`config.mk`:
```
export PLATFORM = sky130hd
export DESIGN_NAME = ifetch_unit
export DESIGN_NICKNAME = d
export VERILOG_FILES = /design/src/rtl/ifetch_unit.sv
export SDC_FILE = /design/constraint.sdc
export NUM_CORES = 1
export LEC_CHECK = 0
export CAP_MARGIN = 40
export CORE_ASPECT_RATIO = 1.1
export CORE_UTILIZATION = 50
export DETAILED_ROUTE_END_ITERATION = 10
export MAX_ROUTING_LAYER = met4
export PLACE_DENSITY_LB_ADDON = 0.1
export SLEW_MARGIN = 5
export SYNTH_ARGS = -nofsm -noshare
export SYNTH_HDL_FRONTEND = slang
export SYNTH_SLANG_ARGS = --single-unit
```
`constraint.sdc`:
```
create_clock -name clk -period 5.17 [get_ports clk]
set_input_delay 1.034 -clock clk [delete_from_list [all_inputs] [get_ports clk]]
set_output_delay 1.034 -clock clk [all_outputs]
set_load 0.02 [all_outputs]
```
`src/rtl/ifetch_unit.sv`:
```
// ifetch_unit: instruction-fetch stage of a 5-stage MIPS pipeline.
//
// Owns the PC, presents it as the word-aligned fetch address to a
// combinational instruction memory, and loads the returned word into the
// IF/ID pipeline register. Load-use stalls freeze the stage; downstream
// branch/jump redirects reload the PC and leave a single bubble in IF/ID.
//
// Ports:
//   clk, rst          clock and synchronous active-high reset
//   imem_addr         fetch address (always the current PC)
//   imem_instr        instruction returned for imem_addr in the same cycle
//   stall             hold PC, IF/ID and fetch_count
//   redirect_valid    taken branch/jump this cycle (wins over stall)
//   redirect_target   new PC on redirect (low two bits dropped)
//   if_id_valid       IF/ID holds a real instruction (0 = bubble)
//   if_id_instr       registered instruction
//   if_id_pc          registered PC of that instruction
//   if_id_pc_plus4    registered PC+4 (jal link value)
//   fetch_count       number of instructions loaded into IF/ID
//   misalign_err      sticky: a redirect target was not word aligned
//   range_err         sticky: a fetch was accepted from beyond the memory
module ifetch_unit #(
    parameter logic [31:0] RESET_PC   = 32'h0000_0000,
    parameter int          IMEM_WORDS = 256
) (
    input  logic        clk,
    input  logic        rst,
    output logic [31:0] imem_addr,
    input  logic [31:0] imem_instr,
    input  logic        stall,
    input  logic        redirect_valid,
    input  logic [31:0] redirect_target,
    output logic        if_id_valid,
    output logic [31:0] if_id_instr,
    output logic [31:0] if_id_pc,
    output logic [31:0] if_id_pc_plus4,
    output logic [31:0] fetch_count,
    output logic        misalign_err,
    output logic        range_err
);

    localparam logic [31:0] IMEM_LIMIT = 32'(IMEM_WORDS * 4);

    logic [31:0] pc_q,       pc_d;
    logic        valid_q,    valid_d;
    logic [31:0] instr_q,    instr_d;
    logic [31:0] id_pc_q,    id_pc_d;
    logic [31:0] id_pc4_q,   id_pc4_d;
    logic [31:0] count_q,    count_d;
    logic        misalign_q, misalign_d;
    logic        range_q,    range_d;
    logic [31:0] pc_plus4;

    // Modulo-2^32 increment: 0xFFFF_FFFC wraps to 0 silently.
    assign pc_plus4 = pc_q + 32'd4;

    always_comb begin
        pc_d       = pc_q;
        valid_d    = valid_q;
        instr_d    = instr_q;
        id_pc_d    = id_pc_q;
        id_pc4_d   = id_pc4_q;
        count_d    = count_q;
        misalign_d = misalign_q;
        range_d    = range_q;

        if (redirect_valid) begin
            // The instruction fetched this cycle is on the wrong path, so
            // IF/ID becomes a bubble; its data fields are left stale.
            pc_d    = {redirect_target[31:2], 2'b00};
            valid_d = 1'b0;
            if (redirect_target[1:0] != 2'b00) begin
                misalign_d = 1'b1;
            end
        end else if (!stall) begin
            instr_d  = imem_instr;
            id_pc_d  = pc_q;
            id_pc4_d = pc_plus4;
            valid_d  = 1'b1;
            pc_d     = pc_plus4;
            count_d  = count_q + 32'd1;
            // Flag but still deliver: the memory aliases on addr[9:2].
            if (pc_q >= IMEM_LIMIT) begin
                range_d = 1'b1;
            end
        end
    end

    always_ff @(posedge clk) begin
        if (rst) begin
            pc_q       <= RESET_PC;
            valid_q    <= 1'b0;
            instr_q    <= 32'd0;
            id_pc_q    <= 32'd0;
            id_pc4_q   <= 32'd0;
            count_q    <= 32'd0;
            misalign_q <= 1'b0;
            range_q    <= 1'b0;
        end else begin
            pc_q       <= pc_d;
            valid_q    <= valid_d;
            instr_q    <= instr_d;
            id_pc_q    <= id_pc_d;
            id_pc4_q   <= id_pc4_d;
            count_q    <= count_d;
            misalign_q <= misalign_d;
            range_q    <= range_d;
        end
    end

    assign imem_addr      = pc_q;
    assign if_id_valid    = valid_q;
    assign if_id_instr    = instr_q;
    assign if_id_pc       = id_pc_q;
    assign if_id_pc_plus4 = id_pc4_q;
    assign fetch_count    = count_q;
    assign misalign_err   = misalign_q;
    assign range_err      = range_q;

endmodule

```
==> results by group <==
Setup path
  • Crit Reg-Reg Startpoint: imem_addr[2]
  • CP endpoint kind: register
  • Required time at the endpoint of the critical path: 5.52 ns
  • Launching element type of the critical path: input pin
  • Cell count of the worst reg-to-reg path: 5
  • Arrival time at the worst endpoint: roughly 3.7 ns
  • Critical path launch point: redirect_valid
  • Maximum fanout along the worst path: 28
  • Reg2Reg Capture Point: imem_addr[20]
  • Setup slack, reg-to-reg: 2.25 ns
  • Critical Setup Path Class: in -> reg

Route
  • DRC violations left: 0
  • Total via count in the routed design: between 7000 and 8000
  • Highest routing layer actually used: met4
  • Number of DRC markers in iteration 0: ~670
  • Remaining number of nets flagged by the antenna check after routing: 0
  • Number of optimization iterations in the first detailed-route pass: 5
  • Drt wl/cell: 16.14 um
  • DR WL met3: about 1400 um
  • Routed length on met2: 9612 um
  • Vias per cell: about 5.7
  • DRT met1 WL: between 8000 and 9000 um
  • DRT Wirelength: 20420 um

Global routing
  • Number of antenna violations at the first check in global routing: 0
  • First-pass GRT wire length: about 32000 um
  • GR Overflow Total: 0
  • Overall fraction of global-route tracks in use: 0.2849
  • Pin count of the biggest net entering global routing: between 70 and 80
  • Via count of the first global-routing pass: around 6300

Placed design
  • Port buffer count: 224
  • Placed wire-length estimate after detailed placement: 13400 um
  • Post-Place Setup Slack: around 1.4 ns
  • Placed Cells incl. Taps: roughly 1200
  • Final RePlAce weighted congestion: 0.8432
  • Placed standard-cell area: 9324 um2

Synth
  • Leading post-synthesis cells by instance count: 161 x sky130_fd_sc_hd__nand2_1, 157 x sky130_fd_sc_hd__dfxtp_1, 93 x sky130_fd_sc_hd__a21oi_1
  • Total of warnings raised by yosys: 0
  • Library cell with the largest summed area after synthesis: sky130_fd_sc_hd__dfxtp_1
  • Distinct cell type count of the synthesized netlist: 56
  • Post-synthesis async set-or-reset flop share: 0
  • Mapped Cells: 894
  • Post-synth top flop: sky130_fd_sc_hd__dfxtp_1
  • Netlist area before placement: 7101 um2
  • Cell with the most instances after synthesis: sky130_fd_sc_hd__nand2_1
  • Number of synthesized register bits: 157
  • Synth Area per Inst: 7.942 um2
  • Number of synthesized flops with an enable pin: 0
  • Top cell type's share of synthesized area: 0.4426
  • Share of synthesized area occupied by flip-flops and latches: 0.4426
  • Largest cells by area after synthesis: sky130_fd_sc_hd__dfxtp_1 44%, sky130_fd_sc_hd__nand2_1 8.5%, sky130_fd_sc_hd__a21oi_1 6.6%, sky130_fd_sc_hd__clkbuf_1 3.8%, sky130_fd_sc_hd__xnor2_1 3.2%

CTS
  • Hold_buf cts: 0
  • Number of setup buffers added after CTS: 0
  • Total clock sinks: 157
  • CTS tree: built
  • Clk buf depth: 2
  • Maximum level of the CTS H-tree: 4
  • Clock latency on the worst-skew pair: 0.42 ns
  • TritonCTS buffer count: 17
  • CTS clk-pin slew, worst paths: about 0.060 ns
  • Post-cts resize count: 0
  • Cell chosen for the clock root: sky130_fd_sc_hd__clkbuf_16

Layout
  • Sequential cell area: around 3100 um2
  • Net total in the final layout: about 1100
  • Area of the multi-input gates: 3550 um2
  • Fill cell instance count of the final layout: 1172
  • Design area: 9963 um2
  • Number of antenna diodes: 0
  • Synthesis-to-layout area growth: 40.32%
  • Post-Layout Cell Count: 1265
  • Final core occ: 0.7193
  • Proportion of layout cells with a drive suffix above 1: 0.04364

STA
  • Final-report hold violation count: 0
  • Setup tns final: 0 ns
  • Post-route clock period utilization: 0.6490
  • Worst slew slack as a fraction of its limit: 0.4904
  • Tightest Pin Transition: 0.7644 ns
  • Highest clock rate: slightly below 300 MHz
  • Hold slack final: approximately 0.45 ns
  • Final setup violation count: 0
  • Unrepaired setup endpoints after global routing: no
  • Crit path time final: 3.355 ns
  • Number of pins with negative max-slew slack in the final report: 0
  • Clock skew: 0.002791 ns
  • Final setup slack of the worst path: ~1.8 ns

Power and ir drop
  • Internal power summed over all cells: ~2.3 mW
  • Combinational fraction of design power: 0.126
  • Sequential share of power: 0.434
  • Leakage power figure: 3.247 nW
  • Switching fraction of total power: 0.2475
  • Part of the power in the clock network: 0.440
  • Overall power: 3.075 mW
  • Net switching power: 0.7613 mW
  • IR Drop Worst-Case VDD: between 200 and 250 uV
  • Power per unit of standard cell area: 308.7 nW/um2

Worst hold path
  • Hold Crit Start: range_err
  • Hold Crit Depth: 2
  • Hold Path Class: reg -> reg
  • Destination of the worst hold path: range_err

Floorplan
  • Row count: between 40 and 50
  • Vert. Die Dim: 127.0 um
  • Horizontal extent of the die: around 120 um
  • Effective utilization at floorplan: 0.5126
  • Placeable Area: ~14000 um2
  • I/O pins: between 200 and 250
  • Floorplan die area: 14680 um2

Status
  • Outcome: completed

Run
  • Number of maximum-capacitance constraint violations: 0
-- cell usage in the layout (no fill, tap or decap), types with 3 or more instances in the layout --
master / instances
sky130_fd_sc_hd__a211oi_1: 20
sky130_fd_sc_hd__a21oi_1: 93
sky130_fd_sc_hd__a311oi_1: 14
sky130_fd_sc_hd__a31oi_1: 8
sky130_fd_sc_hd__and3_1: 4
sky130_fd_sc_hd__and4_1: 10
sky130_fd_sc_hd__buf_4: 10
sky130_fd_sc_hd__bufinv_16: 5
sky130_fd_sc_hd__clkbuf_16: 17
sky130_fd_sc_hd__clkdlybuf4s50_1: 223
sky130_fd_sc_hd__clkinv_2: 4
sky130_fd_sc_hd__clkinvlp_4: 3
sky130_fd_sc_hd__conb_1: 6
sky130_fd_sc_hd__dfxtp_1: 157
sky130_fd_sc_hd__ha_1: 3
sky130_fd_sc_hd__inv_1: 16
sky130_fd_sc_hd__nand2_1: 161
sky130_fd_sc_hd__nand3_1: 23
sky130_fd_sc_hd__nand3b_1: 4
sky130_fd_sc_hd__nand4_1: 21
sky130_fd_sc_hd__nor2_1: 47
sky130_fd_sc_hd__nor2b_1: 3
sky130_fd_sc_hd__nor3_1: 25
sky130_fd_sc_hd__nor4_1: 19
sky130_fd_sc_hd__nor4b_1: 3
sky130_fd_sc_hd__o211ai_1: 3
sky130_fd_sc_hd__o21ai_0: 39
sky130_fd_sc_hd__o21ai_1: 3
sky130_fd_sc_hd__o31ai_1: 17
sky130_fd_sc_hd__o41ai_1: 3
sky130_fd_sc_hd__or2_2: 3
sky130_fd_sc_hd__or3_1: 22
sky130_fd_sc_hd__or4_1: 23
sky130_fd_sc_hd__xnor2_1: 26
sky130_fd_sc_hd__xor2_1: 7
-- cell families after synthesis --
logic type,synth area share
and+or+nand+nor,0.2648
DFF,0.4426
other,0.0005281
AOI/OAI and AO/OA,0.1804
xor gates and xnor gates,0.04071
adders and majority gates,0.005287
muxes,0.004405
buffers and inverters,0.06114
-- layout make-up --
| type | instances | share of cell area |
|---|---|---|
| multi-input cells | 636 | 0.3563 |
| flip-flops and latches | 157 | 0.3155 |
| inverters | 17 | 0.006405 |
| well taps | 188 | 0.02361 |
| clock inverters | 12 | 0.01934 |
| repair buffers | 235 | 0.2341 |
| clock buffers | 20 | 0.04483 |
-- power groups by stage --
stage	Combinational (mW)	Sequential [mW]	Clock, mW
2_1_floorplan	0.161	1.39	0
3_3_place_gp	0.382	1.36	0
3_5_place_dp	0.386	1.36	0
4_1_cts	0.389	1.33	1.37
5_1_grt	0.417	1.34	1.43
6_report	0.387	1.33	1.35
-- layer usage --
layer / vias up / GRT usage
li1: 3532 / -
met1: 3328 / 0.3641
met2: 307 / 0.4459
met3: 36 / 0.05028
met4: 0 / 0.1146
met5: - / -
-- state kept, by name, summed over array words and instances, names as in the netlist --
| register | cells |
|---|---|
| if_id_pc | 30 |
| imem_addr | 30 |
| if_id_instr | 32 |
| if_id_pc_plus4 | 30 |
| fetch_count | 32 |
| if_id_valid | 1 |
| range_err | 1 |
| misalign_err | 1 |
-- how the worst max path moves through the flow --
stage	to	cells past startpoint
2_1_floorplan	fetch_count[31]	7
3_3_place_gp	fetch_count[31]	6
3_5_place_dp	fetch_count[31]	6
4_1_cts	fetch_count[31]	6
5_1_grt	fetch_count[31]	6
6_report	fetch_count[31]	6
-- critical path, cell delays in order --
cell and delay, ns:
sky130_fd_sc_hd__clkdlybuf4s50_1 0.39, sky130_fd_sc_hd__buf_4 0.23, sky130_fd_sc_hd__or3b_1 0.47, sky130_fd_sc_hd__or4_1 0.84, sky130_fd_sc_hd__or4_1 0.59, sky130_fd_sc_hd__a21oi_1 0.14
No activity file was read; power rests on OpenSTA's default activity.
==> RTL edit: new RTL, same settings <==
Reset style: asynchronous (`rst`), changed in one clocked block. Comments in the files are not updated.
--- a/src/rtl/ifetch_unit.sv
+++ b/src/rtl/ifetch_unit.sv
@@ -86,7 +86,7 @@
         end
     end
 
-    always_ff @(posedge clk) begin
+    always_ff @(posedge clk or posedge rst) begin
         if (rst) begin
             pc_q       <= RESET_PC;
             valid_q    <= 1'b0;
Function: differs if rst is asserted again (counterexample within 4 cycles, from zero or initial values and one cycle with rst high); with rst held inactive, the same outputs for 4 cycles.
==> RTL edit against the original RTL <==
  * Setup slack improved by 0.22 ns
  * Sequential share of layout area grew 7.0 points
  * Sequential cell count stayed put
  * Area after synthesis increased by 3.1%
  * Final area rose by 2.3%
  * Global-route usage shrank 0.44 points
  * Wire length is 1.6% lower
  * Critical path type unchanged
Power is not compared: it rests on default switching activity, and its combinational part moved more than twofold at a synthesized area within 25%.
==> RTL edit: results (changes against the original RTL) <==
[status]
status = finished clean

[global_route]
grt_usage = 0.2805  ; -0.004439
antenna_found_initial = 0  ; unchanged
grt_first_pass_wirelength_um = 32000  ; -0.11%
grt_max_degree = 158  ; +120%
grt_pass1_vias = 5988  ; -5.3%

[logic_synthesis]
ys_types = 44  ; -21%
synth_ff_type = dfrtp_1
ys_top_cells_by_area = dfrtp_1, nand2_1, xnor2_1
ys_seq_area_frac = 0.5368  ; +0.09420
synth_common_cells = nand2_1, dfrtp_1, clkbuf_1
yosys_warnings = 0  ; unchanged
synthArstFlopShare = 1.000  ; +1.000

[detailed_routing]
drt_iter0_drc = 627  ; -5.7%
via_per_inst = 5.424  ; -4.7%
firstDrtPassIters = 5  ; unchanged
routed_wl_um = 20100  ; -1.6%

[setup_path]
worstRegToRegCells = 5  ; unchanged
crit_fanout = 57  ; +100%
slowest_delay_ns = 0.61  ; -0.23 ns
crit_family = buffers and inverters
cp.arrival_ns = 3.43  ; -0.28 ns
cp_slowest_cell = clkdlybuf4s50_1

[clock_network]
cts_resized = 0  ; unchanged
cts_buffers = 17  ; unchanged
htreeDepth = 4  ; unchanged
insertion_delay_ns = 0.42  ; about the same
post_cts_buffers = 0  ; unchanged
clockRootBuffer = clkbuf_16
clk_pin_slew_ns = 0.06  ; about the same
cts_buffer_depth = 2  ; unchanged

[placement]
place_congestion = 0.8612  ; +2.1%
io_buffer_count = 224  ; unchanged
dp_hpwl_um = 13510  ; +0.81%

[power]
leakage_uw = 0.004438
vdd_drop_max_v = 0.0002067
p_sw_uw = 1090

[hold_path]
whs_path_depth = 1  ; -1
hold_path.class = reg2reg

[finish]
drive_above_1_share = 0.04279  ; -0.0008537
antennaDiodeCount = 0  ; unchanged
nFillCells = 1088  ; -7.2%
num-nets-final = 1064  ; -6.3%

[sta]
relSlewSlack = 0.4137  ; -0.07667
clock_skew_ns = 0.005368  ; +0.002576 ns

## RTL edit: changes by cell type in the layout (fill, tap and decap cells not counted), moves of 9 or more
| cell | before | now |
|---|---|---|
| a211oi_1 | 20 | 0 |
| a21oi_1 | 93 | 3 |
| a311oi_1 | 14 | 0 |
| a31oi_1 | 8 | 18 |
| dfrtp_1 | 0 | 157 |
| dfxtp_1 | 157 | 0 |
| nand2_1 | 161 | 226 |
| nand3_1 | 23 | 32 |
| nor2_1 | 47 | 37 |
| or3_1 | 22 | 9 |
| xor2_1 | 7 | 24 |
## RTL edit: cell type report
type / count / share of cell area
Timing Repair Buffer: 230 / 0.2253
Tap cell: 192 / 0.02357
Clock buffer: 20 / 0.04383
Inverter: 15 / 0.005892
Clock inverter: 11 / 0.01399
Multi-Input combinational cell: 572 / 0.3020
Sequential cell: 157 / 0.3855
## RTL edit: layer usage
metal / up-vias / GRT usage / share of wire
li1: 3099 / - / -
met3: 36 / 0.05363 / 0.058
met4: 0 / 0.1100 / 0.020
met1: 3087 / 0.3639 / 0.43
met5: - / - / 0
met2: 271 / 0.4368 / 0.50
## RTL edit: cell families after synthesis
group / share of synthesized area
other: 0.0005124
flip-flops: 0.5368
AND/OR/NAND/NOR: 0.2662
AO/OA/AOI/OAI: 0.08121
multiplexers: 0.001368
adder cells (fa/ha/maj): 0.005130
XOR/XNOR: 0.06223
buffers and inverters: 0.04650
## RTL edit: final timing paths
path	end	slack [ns]	from
setup / recovery	if_id_pc_plus4[18]	2.04	stall
hold / removal	range_err	0.47	range_err
setup reg to reg	imem_addr[24]	2.38	imem_addr[2]
hold reg to reg	range_err	0.47	range_err
max in group asynchronous	if_id_pc[7]	3.34	rst
min in group asynchronous	fetch_count[17]	1.21	rst
## RTL edit: through the flow
step | total power [µW] | area [µm²] | setup WS (ns) | cells | utilization
floorplan | 1936 | 7341 | 2.149 | 806 | -
global placement | 2368 | 9599 | 1.642 | 1165 | 0.6698
detailed placement | 2382 | 9603 | 1.614 | 1166 | 0.6701
CTS | 3648 | 10190 | 2.052 | 1197 | 0.7112
global route | 3778 | 10190 | 1.874 | 1197 | 0.7112
finish | 3629 | 10190 | 2.039 | 1197 | 0.7112
## RTL edit: power groups by stage
stage	combinational (µW)	clock, µW	sequential, µW
floorplan	260	0	1680
detailed placement	841	0	1540
global route	897	1340	1540
CTS	845	1280	1520
finish	838	1270	1520
global placement	829	0	1540
